**src/rtl/lcd_seq_pkg.sv**
```systemverilog
`default_nettype none
// ============================================================================
// Module   : lcd_seq_pkg
// Purpose  : Shared state encoding, HD44780 instruction codes, init ROM and
//            helper functions for the LCD write sequencer.
// Revision : 1.0 - initial release
// ============================================================================
package lcd_seq_pkg;

    typedef enum logic [2:0] {
        ST_PWRUP     = 3'd0,
        ST_INIT_LOAD = 3'd1,
        ST_SETUP     = 3'd2,
        ST_PULSE     = 3'd3,
        ST_HOLD      = 3'd4,
        ST_WAIT      = 3'd5,
        ST_IDLE      = 3'd6
    } lcd_state_t;

    localparam int unsigned c_INIT_LEN = 6;

    localparam logic [7:0] c_CLEAR     = 8'h01;
    localparam logic [7:0] c_HOME      = 8'h02;
    localparam logic [7:0] c_FUNC_8B2L = 8'h38;
    localparam logic [7:0] c_DISP_ON   = 8'h0C;
    localparam logic [7:0] c_ENTRY_INC = 8'h06;

    localparam logic [7:0] c_INIT_ROM [c_INIT_LEN] = '{
        c_FUNC_8B2L, c_FUNC_8B2L, c_FUNC_8B2L, c_DISP_ON, c_CLEAR, c_ENTRY_INC
    };

    // Clear and home (0x01..0x03) need the long execution wait.
    function automatic logic is_long_wait(input logic rs, input logic [7:0] data);
        return !rs && (data[7:2] == 6'd0) && (data != 8'd0);
    endfunction

    function automatic int unsigned cyc_max(input int unsigned a, input int unsigned b);
        return (a > b) ? a : b;
    endfunction

endpackage
`default_nettype wire

```
**src/rtl/lcd_delay_counter.sv**
```systemverilog
`default_nettype none
// ============================================================================
// Module   : lcd_delay_counter
// Purpose  : Loadable down-counter that saturates at zero; done while zero.
// Revision : 1.0 - initial release
// ============================================================================
module lcd_delay_counter #(
    parameter int unsigned      WIDTH       = 8,
    parameter logic [WIDTH-1:0] RESET_VALUE = '0
) (
    input  logic             clk,
    input  logic             i_rst_n,
    input  logic             i_load,
    input  logic [WIDTH-1:0] i_load_value,
    output logic             o_done
);

    logic [WIDTH-1:0] r_count;

    always_ff @(posedge clk) begin
        if (!i_rst_n) begin
            r_count <= RESET_VALUE;
        end else if (i_load) begin
            r_count <= i_load_value;
        end else if (r_count != '0) begin
            r_count <= r_count - 1'b1;
        end
    end

    assign o_done = (r_count == '0);

endmodule
`default_nettype wire

```
**src/rtl/lcd_write_sequencer.sv**
```systemverilog
`default_nettype none
// ============================================================================
// Module   : lcd_write_sequencer
// Purpose  : HD44780 power-up init plus valid/ready byte writes with E-strobe
//            timing. Optional macro LCD_SEQ_REINIT_EN adds a reinit_req input.
// Revision : 1.0 - initial release
// ============================================================================
module lcd_write_sequencer
    import lcd_seq_pkg::*;
#(
    parameter int unsigned SETUP_CYC      = 4,
    parameter int unsigned PULSE_CYC      = 12,
    parameter int unsigned HOLD_CYC       = 2,
    parameter int unsigned SHORT_WAIT_CYC = 2000,
    parameter int unsigned LONG_WAIT_CYC  = 82000,
    parameter int unsigned PWRUP_WAIT_CYC = 2000000
) (
    input  logic       clk_clk,
    input  logic       reset_reset_n,
    input  logic       cmd_valid,
    output logic       cmd_ready,
    input  logic       cmd_rs,
    input  logic [7:0] cmd_data,
`ifdef LCD_SEQ_REINIT_EN
    input  logic       reinit_req,
`endif
    output logic [7:0] lcd_data,
    output logic       lcd_enable,
    output logic       lcd_rs,
    output logic       lcd_rw,
    output logic       init_done,
    output logic       busy
);

    localparam int unsigned c_MAX_CYC = cyc_max(cyc_max(cyc_max(SETUP_CYC, PULSE_CYC),
                                                        cyc_max(HOLD_CYC, SHORT_WAIT_CYC)),
                                                cyc_max(LONG_WAIT_CYC, PWRUP_WAIT_CYC));
    localparam int unsigned c_CNT_W = $clog2(c_MAX_CYC) + 1;

    localparam logic [c_CNT_W-1:0] c_SETUP_LD = c_CNT_W'(SETUP_CYC - 1);
    localparam logic [c_CNT_W-1:0] c_PULSE_LD = c_CNT_W'(PULSE_CYC - 1);
    localparam logic [c_CNT_W-1:0] c_HOLD_LD  = c_CNT_W'(HOLD_CYC - 1);
    localparam logic [c_CNT_W-1:0] c_SHORT_LD = c_CNT_W'(SHORT_WAIT_CYC - 1);
    localparam logic [c_CNT_W-1:0] c_LONG_LD  = c_CNT_W'(LONG_WAIT_CYC - 1);
    localparam logic [c_CNT_W-1:0] c_PWRUP_LD = c_CNT_W'(PWRUP_WAIT_CYC - 1);
    localparam logic [2:0]         c_LAST_IDX = 3'(c_INIT_LEN - 1);

    lcd_state_t         r_state, w_next_state;
    logic [2:0]         r_idx, w_next_idx;
    logic               r_init_done, w_next_init_done;
    logic [7:0]         r_lcd_data;
    logic               r_lcd_rs, r_lcd_enable, r_cmd_ready, r_busy;
    logic               w_cnt_load, w_cnt_done;
    logic [c_CNT_W-1:0] w_cnt_value;
    logic               w_take_rom, w_take_cmd;
    logic               w_reinit, w_cmd_ready, w_handshake;

`ifdef LCD_SEQ_REINIT_EN
    // Reinit pre-empts a simultaneous command, so ready is masked that cycle.
    assign w_reinit    = reinit_req && (r_state == ST_IDLE);
    assign w_cmd_ready = r_cmd_ready && !reinit_req;
`else
    assign w_reinit    = 1'b0;
    assign w_cmd_ready = r_cmd_ready;
`endif

    assign w_handshake = cmd_valid && w_cmd_ready;

    lcd_delay_counter #(
        .WIDTH       (c_CNT_W),
        .RESET_VALUE (c_PWRUP_LD)
    ) u_delay (
        .clk          (clk_clk),
        .i_rst_n      (reset_reset_n),
        .i_load       (w_cnt_load),
        .i_load_value (w_cnt_value),
        .o_done       (w_cnt_done)
    );

    // INIT_LOAD presents the ROM byte on the bus and counts as the first
    // setup cycle, so init writes see exactly SETUP_CYC of setup time.
    always_comb begin
        w_next_state     = r_state;
        w_next_idx       = r_idx;
        w_next_init_done = r_init_done;
        w_cnt_load       = 1'b0;
        w_cnt_value      = '0;
        w_take_rom       = 1'b0;
        w_take_cmd       = 1'b0;
        case (r_state)
            ST_PWRUP: begin
                if (w_cnt_done) begin
                    w_next_state = ST_INIT_LOAD;
                    w_take_rom   = 1'b1;
                    w_cnt_load   = 1'b1;
                    w_cnt_value  = c_SETUP_LD;
                end
            end
            ST_INIT_LOAD: begin
                if (w_cnt_done) begin
                    w_next_state = ST_PULSE;
                    w_cnt_load   = 1'b1;
                    w_cnt_value  = c_PULSE_LD;
                end else begin
                    w_next_state = ST_SETUP;
                end
            end
            ST_SETUP: begin
                if (w_cnt_done) begin
                    w_next_state = ST_PULSE;
                    w_cnt_load   = 1'b1;
                    w_cnt_value  = c_PULSE_LD;
                end
            end
            ST_PULSE: begin
                if (w_cnt_done) begin
                    w_next_state = ST_HOLD;
                    w_cnt_load   = 1'b1;
                    w_cnt_value  = c_HOLD_LD;
                end
            end
            ST_HOLD: begin
                if (w_cnt_done) begin
                    w_next_state = ST_WAIT;
                    w_cnt_load   = 1'b1;
                    w_cnt_value  = is_long_wait(r_lcd_rs, r_lcd_data) ? c_LONG_LD : c_SHORT_LD;
                end
            end
            ST_WAIT: begin
                if (w_cnt_done) begin
                    if (r_init_done) begin
                        w_next_state = ST_IDLE;
                    end else if (r_idx == c_LAST_IDX) begin
                        w_next_state     = ST_IDLE;
                        w_next_init_done = 1'b1;
                    end else begin
                        w_next_state = ST_INIT_LOAD;
                        w_next_idx   = r_idx + 3'd1;
                        w_take_rom   = 1'b1;
                        w_cnt_load   = 1'b1;
                        w_cnt_value  = c_SETUP_LD;
                    end
                end
            end
            ST_IDLE: begin
                if (w_reinit) begin
                    w_next_state     = ST_INIT_LOAD;
                    w_next_idx       = 3'd0;
                    w_next_init_done = 1'b0;
                    w_take_rom       = 1'b1;
                    w_cnt_load       = 1'b1;
                    w_cnt_value      = c_SETUP_LD;
                end else if (w_handshake) begin
                    w_next_state = ST_SETUP;
                    w_take_cmd   = 1'b1;
                    w_cnt_load   = 1'b1;
                    w_cnt_value  = c_SETUP_LD;
                end
            end
            default: begin
                w_next_state = ST_PWRUP;
            end
        endcase
    end

    always_ff @(posedge clk_clk) begin
        if (!reset_reset_n) begin
            r_state      <= ST_PWRUP;
            r_idx        <= 3'd0;
            r_init_done  <= 1'b0;
            r_lcd_data   <= 8'd0;
            r_lcd_rs     <= 1'b0;
            r_lcd_enable <= 1'b0;
            r_cmd_ready  <= 1'b0;
            r_busy       <= 1'b1;
        end else begin
            r_state     <= w_next_state;
            r_idx       <= w_next_idx;
            r_init_done <= w_next_init_done;
            if (w_take_rom) begin
                r_lcd_rs   <= 1'b0;
                r_lcd_data <= c_INIT_ROM[w_next_idx];
            end else if (w_take_cmd) begin
                r_lcd_rs   <= cmd_rs;
                r_lcd_data <= cmd_data;
            end
            r_lcd_enable <= (w_next_state == ST_PULSE);
            r_cmd_ready  <= (w_next_state == ST_IDLE) && w_next_init_done;
            r_busy       <= (w_next_state != ST_IDLE);
        end
    end

    assign cmd_ready  = w_cmd_ready;
    assign lcd_data   = r_lcd_data;
    assign lcd_enable = r_lcd_enable;
    assign lcd_rs     = r_lcd_rs;
    assign lcd_rw     = 1'b0;
    assign init_done  = r_init_done;
    assign busy       = r_busy;

endmodule
`default_nettype wire

```
**config.mk**
```make
export PLATFORM = sky130hd
export DESIGN_NAME = lcd_write_sequencer
export DESIGN_NICKNAME = d
export VERILOG_FILES = /design/src/rtl/lcd_seq_pkg.sv /design/src/rtl/lcd_delay_counter.sv /design/src/rtl/lcd_write_sequencer.sv
export SDC_FILE = /design/constraint.sdc
export NUM_CORES = 1
export LEC_CHECK = 0
export CAP_MARGIN = 40
export CORE_AREA = 3 3 77 79
export DETAILED_ROUTE_END_ITERATION = 10
export DIE_AREA = 0 0 80 82
export PLACE_DENSITY = 0.7
export SYNTH_ARGS = -nofsm -noshare
export SYNTH_HDL_FRONTEND = slang
export SYNTH_SLANG_ARGS = --single-unit
```
**constraint.sdc**
```tcl
create_clock -name clk_clk -period 3 [get_ports clk_clk]
set_input_delay 0.6 -clock clk_clk [delete_from_list [all_inputs] [get_ports clk_clk]]
set_output_delay 0.6 -clock clk_clk [all_outputs]
set_load 0.1 [all_outputs]
```
Yosys cells after proc, flatten, opt, wreduce, memory -nomap -nowiden

Memories as Yosys holds them, arrays and structs flattened.
Cells that the tools add are included.

Memory bits (read-only): 64
Register bits after elaboration: 41
Input bits: 12
Memories kept: 1
Output and inout port bits: 14

Memory list:

| name            | words | bits a word | rd ports | clocked after memory_dff | write ports | RTL line                   | text |
|---|---|---|---|---|---|---|---|
| (no name shown) | 8     | 8           | 1        | 0                        | 0           | lcd_write_sequencer.sv:182 | `r_lcd_data <= c_INIT_ROM[w_next_idx];` |

Equal/unequal tests: 10
$lt $le $gt $ge: 1
Bitwise operators: 2
Muxes and demuxes: 42
$add $sub $neg: 2
Reductions and logical operators: 15

Operators with widths:

| kind                                               | number |
|---|---|
| case mux 17 bit (6 select lines)                   | 1 |
| two-way mux 22 bit                                 | 2 |
| two-way mux 3 bit                                  | 12 |
| two-way mux 17 bit                                 | 2 |
| two-way mux 8 bit                                  | 4 |
| logical NOT 22 bit                                 | 1 |
| nonzero test 22 bit                                | 1 |
| subtractor 22 x 1 -> 22 bit, second input constant | 1 |
| case mux 3 bit (7 select lines)                    | 1 |
| == test 3 bit, second input constant               | 5 |
| two-way mux 1 bit                                  | 12 |
| two-way mux 2 bit                                  | 5 |
| == test 3 x 2 -> 1 bit, second input constant      | 3 |
| nonzero test 8 bit                                 | 1 |
| logical NOT 6 bit                                  | 1 |
| OR reduction 5 bit                                 | 1 |
| >= comparator 4 bit, second input constant         | 1 |
| logical AND 1 bit                                  | 4 |
| two-way mux 4 bit                                  | 1 |
| NOT 3 -> 4 bit                                     | 1 |
| nonzero test 2 bit                                 | 2 |
| OR reduction 2 bit                                 | 2 |
| adder 3 x 1 -> 3 bit, second input constant        | 1 |
| == test 3 x 1 -> 1 bit, second input constant      | 1 |
| 6 further kinds                                    | 6 |

Depth between registers and ports, before layout

Gate-level depths: netlist of the first run.

Depth after elaboration: 10
Gate-level depth with buffers: 9
Depth with buffers taken out: 8

Modules after synthesis

Synthesis of the first run repeated with hierarchy kept, for this count alone.

Cells, all modules: 291
Area, all modules: 2,458.6 um^2

By module, submodules not included:

| module              | area each (um^2) | instances | sequential area each (um^2) | cells each |
|---|---|---|---|---|
| lcd_delay_counter   | 1,297.5          | 1         | 440.4                       | 149 |
| lcd_write_sequencer | 1,161.1          | 1         | 380.4                       | 142 |

Worst setup path before layout of the first run

No wires, ideal clock.

Path type: flip-flop to flip-flop
From: reg r_init_done (netlist: init_done)
To: reg u_delay.r_count[16]
Data arrival time: 2.002 ns
Cell stages (with the launch flop): 7
Period minus slack after synthesis: 2.149 ns
Setup slack: 0.851 ns
Path buffers: 0
Path through: dfxtp_1 a21o_1 a21oi_1 nor2b_1 nand2_1 o21ai_0 a221oi_1

Word-level cells in the longest chain between the ends: 4
Elaborated cells on any way between the ends: 5

Ends and longest elaborated chain:

| element                                                         | RTL line                   | text |
|---|---|---|
| from (decl)                                                     | lcd_write_sequencer.sv:50  | `logic r_init_done, w_next_init_done;` |
| from (signal assigned)                                          | lcd_write_sequencer.sv:179 | `r_init_done <= w_next_init_done;` |
| two-way mux 1 bit (*)                                           | lcd_write_sequencer.sv:131 | `if (r_init_done) begin` |
| two-way mux 1 bit (*)                                           | lcd_write_sequencer.sv:130 | `if (w_cnt_done) begin` |
| case mux 1 bit (3 select lines) (*)                             | lcd_write_sequencer.sv:90  | `case (r_state)` |
| two-way mux 22 bit / nonzero test 2 bit (equally long branches) | -                          |  |
| to (signal assigned)                                            | lcd_delay_counter.sv:24    | `r_count <= i_load_value;` |
| to (signal assigned)                                            | lcd_delay_counter.sv:26    | `r_count <= r_count - 1'b1;` |
| to (decl)                                                       | lcd_delay_counter.sv:18    | `logic [WIDTH-1:0] r_count;` |

Mark *: on every way between the ends. The rest lies on a longest branch, timed or not.
A chain may end at the register's enable or synchronous reset.

Worst setup path after layout of the first run

From: reg u_delay.r_count[0]
To: reg r_lcd_enable (netlist: lcd_enable)

Word-level cells in the longest chain between the ends: 4
Elaborated cells on any way between the ends: 9

Ends and longest elaborated chain:

| element                                         | RTL line                   | text |
|---|---|---|
| logical NOT 22 bit (*)                          | lcd_delay_counter.sv:30    | `assign o_done = (r_count == '0);` |
| two-way mux 3 bit, or another cell as far along | lcd_write_sequencer.sv:130 |  |
| case mux 3 bit (7 select lines) (*)             | lcd_write_sequencer.sv:90  |  |
| == test 3 x 2 -> 1 bit (*)                      | lcd_write_sequencer.sv:187 | `r_lcd_enable <= (w_next_state == ST_PULSE);` |
| to (signal assigned)                            | lcd_write_sequencer.sv:187 |  |
| to (decl)                                       | lcd_write_sequencer.sv:52  | `logic r_lcd_rs, r_lcd_enable, r_cmd_ready, r_busy;` |

Marks and branches as above.

==> impl_metrics.py, run 1 <==
metrics = {
    "place": {
        "gp_congestion": 0.835,
        "hpwl_um": 4100,
        "port_buffers": 24,
    },
    "clocking": {
        "cts_buffer_depth": 2,
        "cts_resized": 0,
        "post_cts_buffers": 0,
        "cts-root-buf": "clkbuf_8",
        "clkSinkCount": 41,
        "cts_made_buffers": 5,
        "postCtsHoldBufs": 0,
        "clkSlewWorstSetupHoldPaths_ps": 80,
        "insertion_delay_ps": 290,
        "htree_num_levels": 2,
        "cts_tree": "built",
    },
    "route": {
        "drt_iter0_markers": 98,
        "wl_um": 5580,
        "viasPerCell": 5.55,
        "drtAntennaViolNets": 0,
        "vias": 2093,
        "route.detailed.drc": 0,
        "wl_per_cell_um": 14.8,
        "firstDrtPassIters": 4,
    },
    "sta": {
        "tightest_slew_ps": 664,
        "fin_skew_ps": 8.24,
        "fin_setup_tns_ps": 0,
        "setup_viol": 0,
        "slew_viol_final": 0,
        "min_period_ps": 2400,
        "rsz0062_at_grt": "false",
        "hold_viol_final": 0,
        "period_share": 0.800,
        "fmax_ghz": 0.417,
        "slew_headroom": 0.555,
    },
    "grt": {
        "grt_pass1_wl_um": 9350,
        "gr-total-overflow": 0,
        "grt_max_degree": 21,
        "track_usage": 0.182,
        "grt_antenna_before_repair": 0,
        "grt_pass1_vias": 1934,
    },
    "flow_run": {
        "maxCapViolCount": 0,
    },
    "floorplan": {
        "die_y_um": 82,
        "initial_core_util": 0.425,
        "die_w_um": 80,
        "rows": 27,
        "die-area_um2": 6560,
        "io_pins": 26,
        "coreArea_um2": 5410,
    },
    "finish": {
        "n_antenna_cell": 0,
        "final_common_cell": "dfxtp_1",
        "final_nets": 319,
        "layout_common_cells": "41 x dfxtp_1, 34 x nand2_1, 25 x nor2_1",
        "final_util": 0.499,
        "area_delta_synth_final_pct": 17.5,
        "drive_gt1_frac": 0.134,
    },
    "min_path": {
        "min_path_cells": 2,
        "min_path_type": "flip-flop to flip-flop",
    },
    "power_and_ir_drop": {
        "power.density_nw_per_um2": 391,
        "power.total_mw": 1.05,
        "vdd_drop_max_mv": 0.290,
        "leakage_nw": 0.947,
    },
    "worst_setup_path": {
        "rr_worst_depth": 8,
        "start_kind": "flip-flop",
        "cp.arrival_ps": 2590,
        "path_max_fanout": 8,
        "crit_path_end_kind": "flip-flop",
        "crit_type": "flip-flop to flip-flop",
        "cp.required_ps": 3190,
    },
    "logic_synthesis": {
        "synthDistinctLibCells": 50,
        "syn_area_um2": 2300,
        "ys.flop_type": "dfxtp_1",
        "synth_nets": 295,
        "synthTopCellsByArea": "dfxtp_1 36%, nand2_1 5.6%, xnor2_1 4.6%",
        "synth_edf_count": 0,
        "ys_ff_latch": 41,
        "yosysWarnings": 0,
        "yosysTopAreaCellShare": 0.357,
        "synth_area_leader_cell": "dfxtp_1",
        "avgSynthCellArea_um2": 8.20,
        "synth-seq-area-share": 0.357,
        "synthCells": 280,
        "ys_async_sr_fraction": 0,
    },
    "outcome": {
        "status": "finished, final reports clean",
    },
}
per-layer routing:
| metal | vias up | track usage | routed length (um) |
|---|---|---|---|
| li1 | 1066 | - | - |
| met1 | 970 | 0.250 | 2680 |
| met2 | 47 | 0.288 | 2560 |
| met3 | 10 | 0.0340 | 244 |
| met4 | 0 | 0.0625 | 97 |
| met5 | - | 0 | 0 |
through the flow:
stage / instance area, um2 / hold slack (ps) / setup slack (ps) / instances
global placement: 2580 / 486 / 648 / 369
finish: 2700 / 494 / 600 / 377
global route: 2700 / 550 / 279 / 377
floorplan: 2300 / 506 / 851 / 280
CTS: 2700 / 499 / 610 / 377
detailed placement: 2580 / 482 / 632 / 369
layout make-up:
| cell class | instances | area [um2] |
|---|---|---|
| timing repair buffer | 29 | 245 |
| inverter | 5 | 18.8 |
| clock buffer | 7 | 86.3 |
| fill | 535 | 2710 |
| tap | 72 | 90.1 |
| sequential | 41 | 821 |
| multi-input combinational | 222 | 1410 |
| clock inverter | 1 | 30.0 |
worst max-delay path, cell delays in order (launching register included):
cell,delay [ps]
dfxtp_1,340
inv_1,90
ha_1,190
nor3b_1,310
nand2_1,270
nor4_4,480
and2_1,230
nor2_1,60
a2111oi_2,340
registers in the layout, indices dropped and copies added (netlist names):
signal,count
cmd_ready,1
lcd_rs,1
u_delay.r_count,22
lcd_enable,1
r_idx,3
r_state,3
init_done,1
busy,1
lcd_data,8
cells in the mapped netlist, types with 5 or more instances:
cell and count:
nand2_1 34, nor2_1 25, a21oi_1 16, clkbuf_1 10
a211oi_1 5, nand3_1 15, nor2b_1 5, inv_1 5
nor4_1 7, o21ai_0 16, xor2_1 6, mux2i_1 6
dfxtp_1 41, xnor2_1 12
worst paths after layout:
kind,from,to,slack (ps)
setup / recovery,u_delay.r_count[0]$_SDFFE_PN1P_,lcd_enable$_SDFF_PN0_,600
hold / removal,lcd_data[7]$_SDFFE_PN0P_,lcd_data[7]$_SDFFE_PN0P_,490
setup reg to reg,u_delay.r_count[0]$_SDFFE_PN1P_,lcd_enable$_SDFF_PN0_,600
hold reg to reg,lcd_data[7]$_SDFFE_PN0P_,lcd_data[7]$_SDFFE_PN0P_,490
power by group:
part	internal (mW)	switching (mW)	total [mW]	leakage, nW
combinational	0.0204	0.0224	0.0428	0.557
clock	0.271	0.189	0.461	0.0585
sequential	0.547	0.00402	0.551	0.331
total	0.839	0.216	1.05	0.947
kinds of logic after synthesis:
group / after synthesis / share of synthesized area
simple gates: 129 / 0.319
compound gates: 64 / 0.176
flops: 41 / 0.357
xor+xnor: 18 / 0.0687
buf+inv: 17 / 0.0294
mux: 7 / 0.0311
fa+ha+maj: 3 / 0.0164
other cells: 1 / 0.00163
Power figures use the tool's default switching activity.
==> run 2: changes to the inputs <==
Settings changed: PLACE_DENSITY 0.7 to 0.73.
Clock period 3 ns to 2.1 ns, I/O delays scaled along.
==> impl_metrics.py, run 2 (synthesized netlist as in run 1, its figures left out) <==
metrics = {
    "outcome": {
        "status": "finished, final reports clean",
    },
    "route": {
        "wl_per_cell_um": 15.1,
        "route.detailed.drc": 0,
        "vias": 2335,
        "drtAntennaViolNets": 0,
        "viasPerCell": 5.57,
        "drt_iter0_markers": 142,
        "firstDrtPassIters": 4,
        "wl_um": 6340,
    },
    "sta": {
        "setup_viol": 0,
        "min_period_ps": 2020,
        "fmax_ghz": 0.494,
        "period_share": 0.964,
        "slew_viol_final": 0,
        "fin_skew_ps": 13.4,
        "rsz0062_at_grt": "true",
        "hold_viol_final": 0,
    },
    "clocking": {
        "cts_buffer_depth": 2,
        "cts_made_buffers": 5,
        "clkSlewWorstSetupHoldPaths_ps": 90,
        "cts_tree": "built",
        "htree_num_levels": 2,
        "clkSinkCount": 41,
        "cts-root-buf": "clkbuf_8",
        "insertion_delay_ps": 310,
        "postCtsHoldBufs": 0,
    },
    "finish": {
        "final_common_cell": "buf_4",
        "drive_gt1_frac": 0.294,
        "seqCellArea_um2": 825,
        "layout_common_cells": "60 x buf_4, 38 x dfxtp_1, 33 x nand2_1",
        "area_delta_synth_final_pct": 33.7,
        "instances_no_fill": 419,
        "n_antenna_cell": 0,
        "multi_input_area_um2": 1480,
        "largest_reg_flops": 22,
        "top_register": "u_delay.r_count",
        "final_nets": 361,
        "final_util": 0.568,
        "nFillCells": 489,
    },
    "floorplan": {
        "coreArea_um2": 5410,
        "die_w_um": 80,
        "die_y_um": 82,
        "die-area_um2": 6560,
        "io_pins": 26,
        "rows": 27,
        "initial_core_util": 0.425,
    },
    "power_and_ir_drop": {
        "p_seq_frac": 0.553,
        "p_sw_frac": 0.254,
        "power.density_nw_per_um2": 464,
        "p_comb_frac": 0.057,
        "vdd_drop_max_mv": 0.267,
        "leakage_nw": 1.18,
        "clkPwrFrac": 0.390,
        "p_int_mw": 1.06,
        "switchingPower_uw": 362,
    },
    "grt": {
        "gr-total-overflow": 0,
        "grt_pass1_wl_um": 10200,
        "grt_max_degree": 20,
        "grt_pass1_vias": 2274,
        "grt_antenna_before_repair": 0,
        "track_usage": 0.197,
    },
    "place": {
        "port_buffers": 24,
        "gp_congestion": 0.909,
        "dp.cells": 408,
        "hpwl_um": 4540,
    },
    "worst_setup_path": {
        "cp.arrival_ps": 2270,
        "crit_type": "flip-flop to flip-flop",
        "crit_path_end_kind": "flip-flop",
        "timing.reg2reg.setup_slack_ps": 80,
        "cp.required_ps": 2340,
        "r2r-end": "u_delay.r_count[15]$_SDFFE_PN1P_",
        "path_max_fanout": 3,
        "worstReg2RegStart": "u_delay.r_count[0]$_SDFFE_PN1P_",
        "start_kind": "flip-flop",
        "rr_worst_depth": 9,
    },
    "min_path": {
        "hold_path_startpoint": "init_done$_SDFF_PN0_",
        "min_path_cells": 2,
        "min_path_type": "flip-flop to flip-flop",
        "whs_endpoint": "init_done$_SDFF_PN0_",
    },
    "flow_run": {
        "maxCapViolCount": 0,
    },
}
-- run 2: cell count changes in the layout (fill, tap and decap cells not counted), moves of 2 or more --
| cell | change |
|---|---|
| inv_2 | +2 |
| dfxtp_2 | +3 |
| buf_4 | +42 |
| dfxtp_1 | -3 |
| inv_1 | -2 |
-- run 2: area by class of cell --
class	instances	area share
Multi-Input combinational cell	222	0.483
Sequential cell	41	0.269
Timing Repair Buffer	71	0.183
Tap cell	72	0.0294
Clock buffer	5	0.0224
Clock inverter	3	0.00815
Inverter	5	0.00611
-- run 2: power groups by stage --
stage | clock [mW] | combinational (mW) | sequential, mW
after floorplan | 0 | 0.0324 | 0.804
after global placement | 0 | 0.0733 | 0.803
after detailed placement | 0 | 0.0744 | 0.804
after CTS | 0.568 | 0.0750 | 0.786
after global routing | 0.603 | 0.0873 | 0.788
final | 0.555 | 0.0810 | 0.788
-- run 2: what timing repair did --
| action | CTS | global route |
|---|---|---|
| resized for setup | 4 | 19 |
| setup buffers | 1 | 2 |
| endpoints found under the setup margin | 10 | 29 |
| pin swaps | 1 | 9 |
-- run 2: worst max path at each step --
stage	start	end	slack, ps	cells after the start
CTS	u_delay.r_count[17]$_SDFFE_PN1P_	lcd_enable$_SDFF_PN0_	-20	6
global placement	u_delay.r_count[0]$_SDFFE_PN1P_	lcd_data[2]$_SDFFE_PN0P_	20	9
detailed placement	u_delay.r_count[0]$_SDFFE_PN1P_	lcd_data[2]$_SDFFE_PN0P_	-70	8
finish	u_delay.r_count[0]$_SDFFE_PN1P_	u_delay.r_count[15]$_SDFFE_PN1P_	80	9
global route	u_delay.r_count[5]$_SDFFE_PN1P_	lcd_data[1]$_SDFFE_PN0P_	-20	6
floorplan	u_delay.r_count[0]$_SDFFE_PN1P_	lcd_data[1]$_SDFFE_PN0P_	8	8
-- run 2: layer usage --
metal / wire length (um) / GRT usage
met4: 228 / 0.111
met3: 279 / 0.0395
met1: 2800 / 0.237
met2: 3030 / 0.329
met5: 0 / 0
-- run 2: worst max-delay path, cell delays in order (launching register included) --
cell,delay [ps]
dfxtp_1,360
inv_2,60
ha_4,160
or3b_4,260
nor3_4,40
buf_4,150
a21o_1,180
or3b_2,480
xor2_1,150
o21ai_1,120
-- run 2: per-stage QoR --
stage          cell area, um2  setup WS (ps)  setup TNS (ps)  total power, mW  hold slack (ps)
6_report                 3070           75.8               0             1.42              496
5_1_grt                  3070          -22.0           -71.2             1.48              535
4_1_cts                  3000          -19.4           -19.4             1.43              500
3_5_place_dp             2880          -70.5            -372            0.878              484
3_3_place_gp             2880           19.8               0            0.877              481
2_1_floorplan            2300           7.92               0            0.837              506
==> run 3: changes to the inputs <==
Settings changed: CELL_PAD_IN_SITES_DETAIL_PLACEMENT set to 1, CELL_PAD_IN_SITES_GLOBAL_PLACEMENT set to 1, CORE_AREA 3 3 77 79 to 3 3 82 84, CTS_CLUSTER_DIAMETER set to 60, DIE_AREA 0 0 80 82 to 0 0 85 87, PLACE_DENSITY 0.73 to 0.82, SLEW_MARGIN set to 15.
==> impl_metrics.py, run 3 (synthesized netlist as in run 1, its figures left out) <==
metrics = {
    "clocking": {
        "cts-root-buf": "clkbuf_8",
        "htree_num_levels": 2,
        "cts_tree": "built",
        "clkSlewWorstSetupHoldPaths_ps": 90,
        "clkSinkCount": 41,
        "cts_made_buffers": 5,
        "insertion_delay_ps": 300,
        "cts_buffer_depth": 2,
    },
    "worst_setup_path": {
        "start_kind": "flip-flop",
        "rr_worst_depth": 8,
        "r2r-end": "lcd_data[2]$_SDFFE_PN0P_",
        "timing.reg2reg.setup_slack_ps": -200,
        "path_max_fanout": 4,
        "cp.arrival_ps": 2480,
        "worstReg2RegStart": "u_delay.r_count[10]$_SDFFE_PN1P_",
        "slowest_delay_ps": 510,
        "cp_slowest_cell": "nor4_4",
        "crit_path_end_kind": "flip-flop",
        "cp.required_ps": 2280,
        "path_cells": "nor4_4, buf_4, nand4_4, nor4_4, buf_4, nor2_1, o31ai_1, o21ai_1",
        "critPathLaunch": "u_delay.r_count[10]$_SDFFE_PN1P_",
        "crit_type": "flip-flop to flip-flop",
    },
    "floorplan": {
        "initial_core_util": 0.383,
        "die-area_um2": 7400,
        "die_y_um": 87,
        "die_w_um": 85,
        "coreArea_um2": 5990,
        "rows": 28,
        "io_pins": 26,
    },
    "finish": {
        "finalInstanceArea_um2": 3340,
        "final_util": 0.557,
        "area_delta_synth_final_pct": 45.4,
        "n_antenna_cell": 0,
        "layout_common_cells": "73 x buf_4, 33 x dfxtp_1, 31 x nand2_1",
        "drive_gt1_frac": 0.375,
        "final_common_cell": "buf_4",
        "final_nets": 377,
        "nFillCells": 725,
        "top_register": "u_delay.r_count",
        "largest_reg_flops": 22,
    },
    "power_and_ir_drop": {
        "leakage_nw": 1.31,
        "vdd_drop_max_mv": 0.327,
        "power.density_nw_per_um2": 469,
        "power.total_mw": 1.57,
    },
    "min_path": {
        "hold_path_startpoint": "lcd_data[6]$_SDFFE_PN0P_",
        "min_path_cells": 2,
        "whs_endpoint": "lcd_data[6]$_SDFFE_PN0P_",
        "min_path_type": "flip-flop to flip-flop",
    },
    "grt": {
        "gr-total-overflow": 0,
        "track_usage": 0.230,
        "grt_max_degree": 20,
        "grt_pass1_vias": 2639,
        "grt_pass1_wl_um": 13300,
        "grt_antenna_before_repair": 0,
    },
    "route": {
        "vias": 2507,
        "drtAntennaViolNets": 0,
        "drt_iter0_markers": 154,
        "wl_per_cell_um": 20.7,
        "route.detailed.drc": 0,
        "wl_um": 9050,
        "viasPerCell": 5.72,
        "firstDrtPassIters": 4,
    },
    "sta": {
        "slew_viol_final": 0,
        "period_share": 1.10,
        "fin_setup_tns_ps": -848,
        "rsz0062_at_grt": "true",
        "min_period_ps": 2300,
        "setup_viol": 8,
        "worst_slack_ps": -200,
        "fin_skew_ps": 6.90,
        "fin_hold_ws_ps": 524,
        "fmax_ghz": 0.435,
        "hold_viol_final": 0,
    },
    "place": {
        "hpwl_um": 5630,
        "port_buffers": 24,
        "place_area_um2": 2950,
        "gp_congestion": 0.925,
    },
    "outcome": {
        "status": "finished with violations",
        "violations": "negative setup slack",
    },
    "flow_run": {
        "maxCapViolCount": 0,
    },
}
==> run 3: cell count changes in the layout (fill, tap and decap cells not counted), moves of 3 or more <==
cell     change
buf_4       +13
dfxtp_1      -5
buf_6        +3
dfxtp_2      +3
==> run 3: layer usage <==
layer | routed length, um | vias up | GRT usage
li1 | - | 1177 | -
met2 | 4840 | 66 | 0.416
met3 | 249 | 33 | 0.0407
met5 | 0 | - | 0
met1 | 3640 | 1231 | 0.268
met4 | 317 | 0 | 0.0892
==> run 3: timing repair <==
action,4_1_cts,5_1_grt
endpoints found under the setup margin,28,33
buffers inserted,7,7
resized for setup,16,36
hold buffers,0,0
pin swaps,9,19
==> run 3: worst max path at each step <==
stage	end	depth (start not counted)	slack, ps
2_1_floorplan	lcd_data[1]$_SDFFE_PN0P_	8	8
3_3_place_gp	lcd_data[4]$_SDFFE_PN0P_	8	-150
3_5_place_dp	lcd_data[5]$_SDFFE_PN0P_	8	-230
4_1_cts	lcd_data[1]$_SDFFE_PN0P_	8	-40
5_1_grt	lcd_data[2]$_SDFFE_PN0P_	8	-310
6_report	lcd_data[2]$_SDFFE_PN0P_	8	-200
==> run 3: power by group <==
| part | switching [mW] | internal [mW] | total, mW |
|---|---|---|---|
| clock network | 0.308 | 0.387 | 0.695 |
| registers | 0.00568 | 0.780 | 0.785 |
| logic | 0.0450 | 0.0427 | 0.0877 |
| total | 0.358 | 1.21 | 1.57 |
==> run 3: stage by stage <==
step,setup slack [ps],std cells
after floorplan,7.92,280
after global placement,-146,420
after detailed placement,-232,420
after CTS,-36.7,435
after global routing,-313,438
final,-200,438
==> run 3: layout make-up <==
cell class | count | area [um2] | share of cell area
clock inverter | 2 | 37.5 | 0.0112
clock buffer | 6 | 82.6 | 0.0247
tap | 75 | 93.8 | 0.0281
timing repair buffer | 87 | 692 | 0.207
multi-input combinational | 222 | 1580 | 0.473
sequential | 41 | 836 | 0.250
inverter | 5 | 18.8 | 0.00562
==> run 3: critical path: cells and delay by family, from the launching register on <==
kind	cells	cell delay [ps]
AOI/OAI and AO/OA	2	390
buffers and inverters	2	390
DFF	1	370
and+or+nand+nor	4	1020
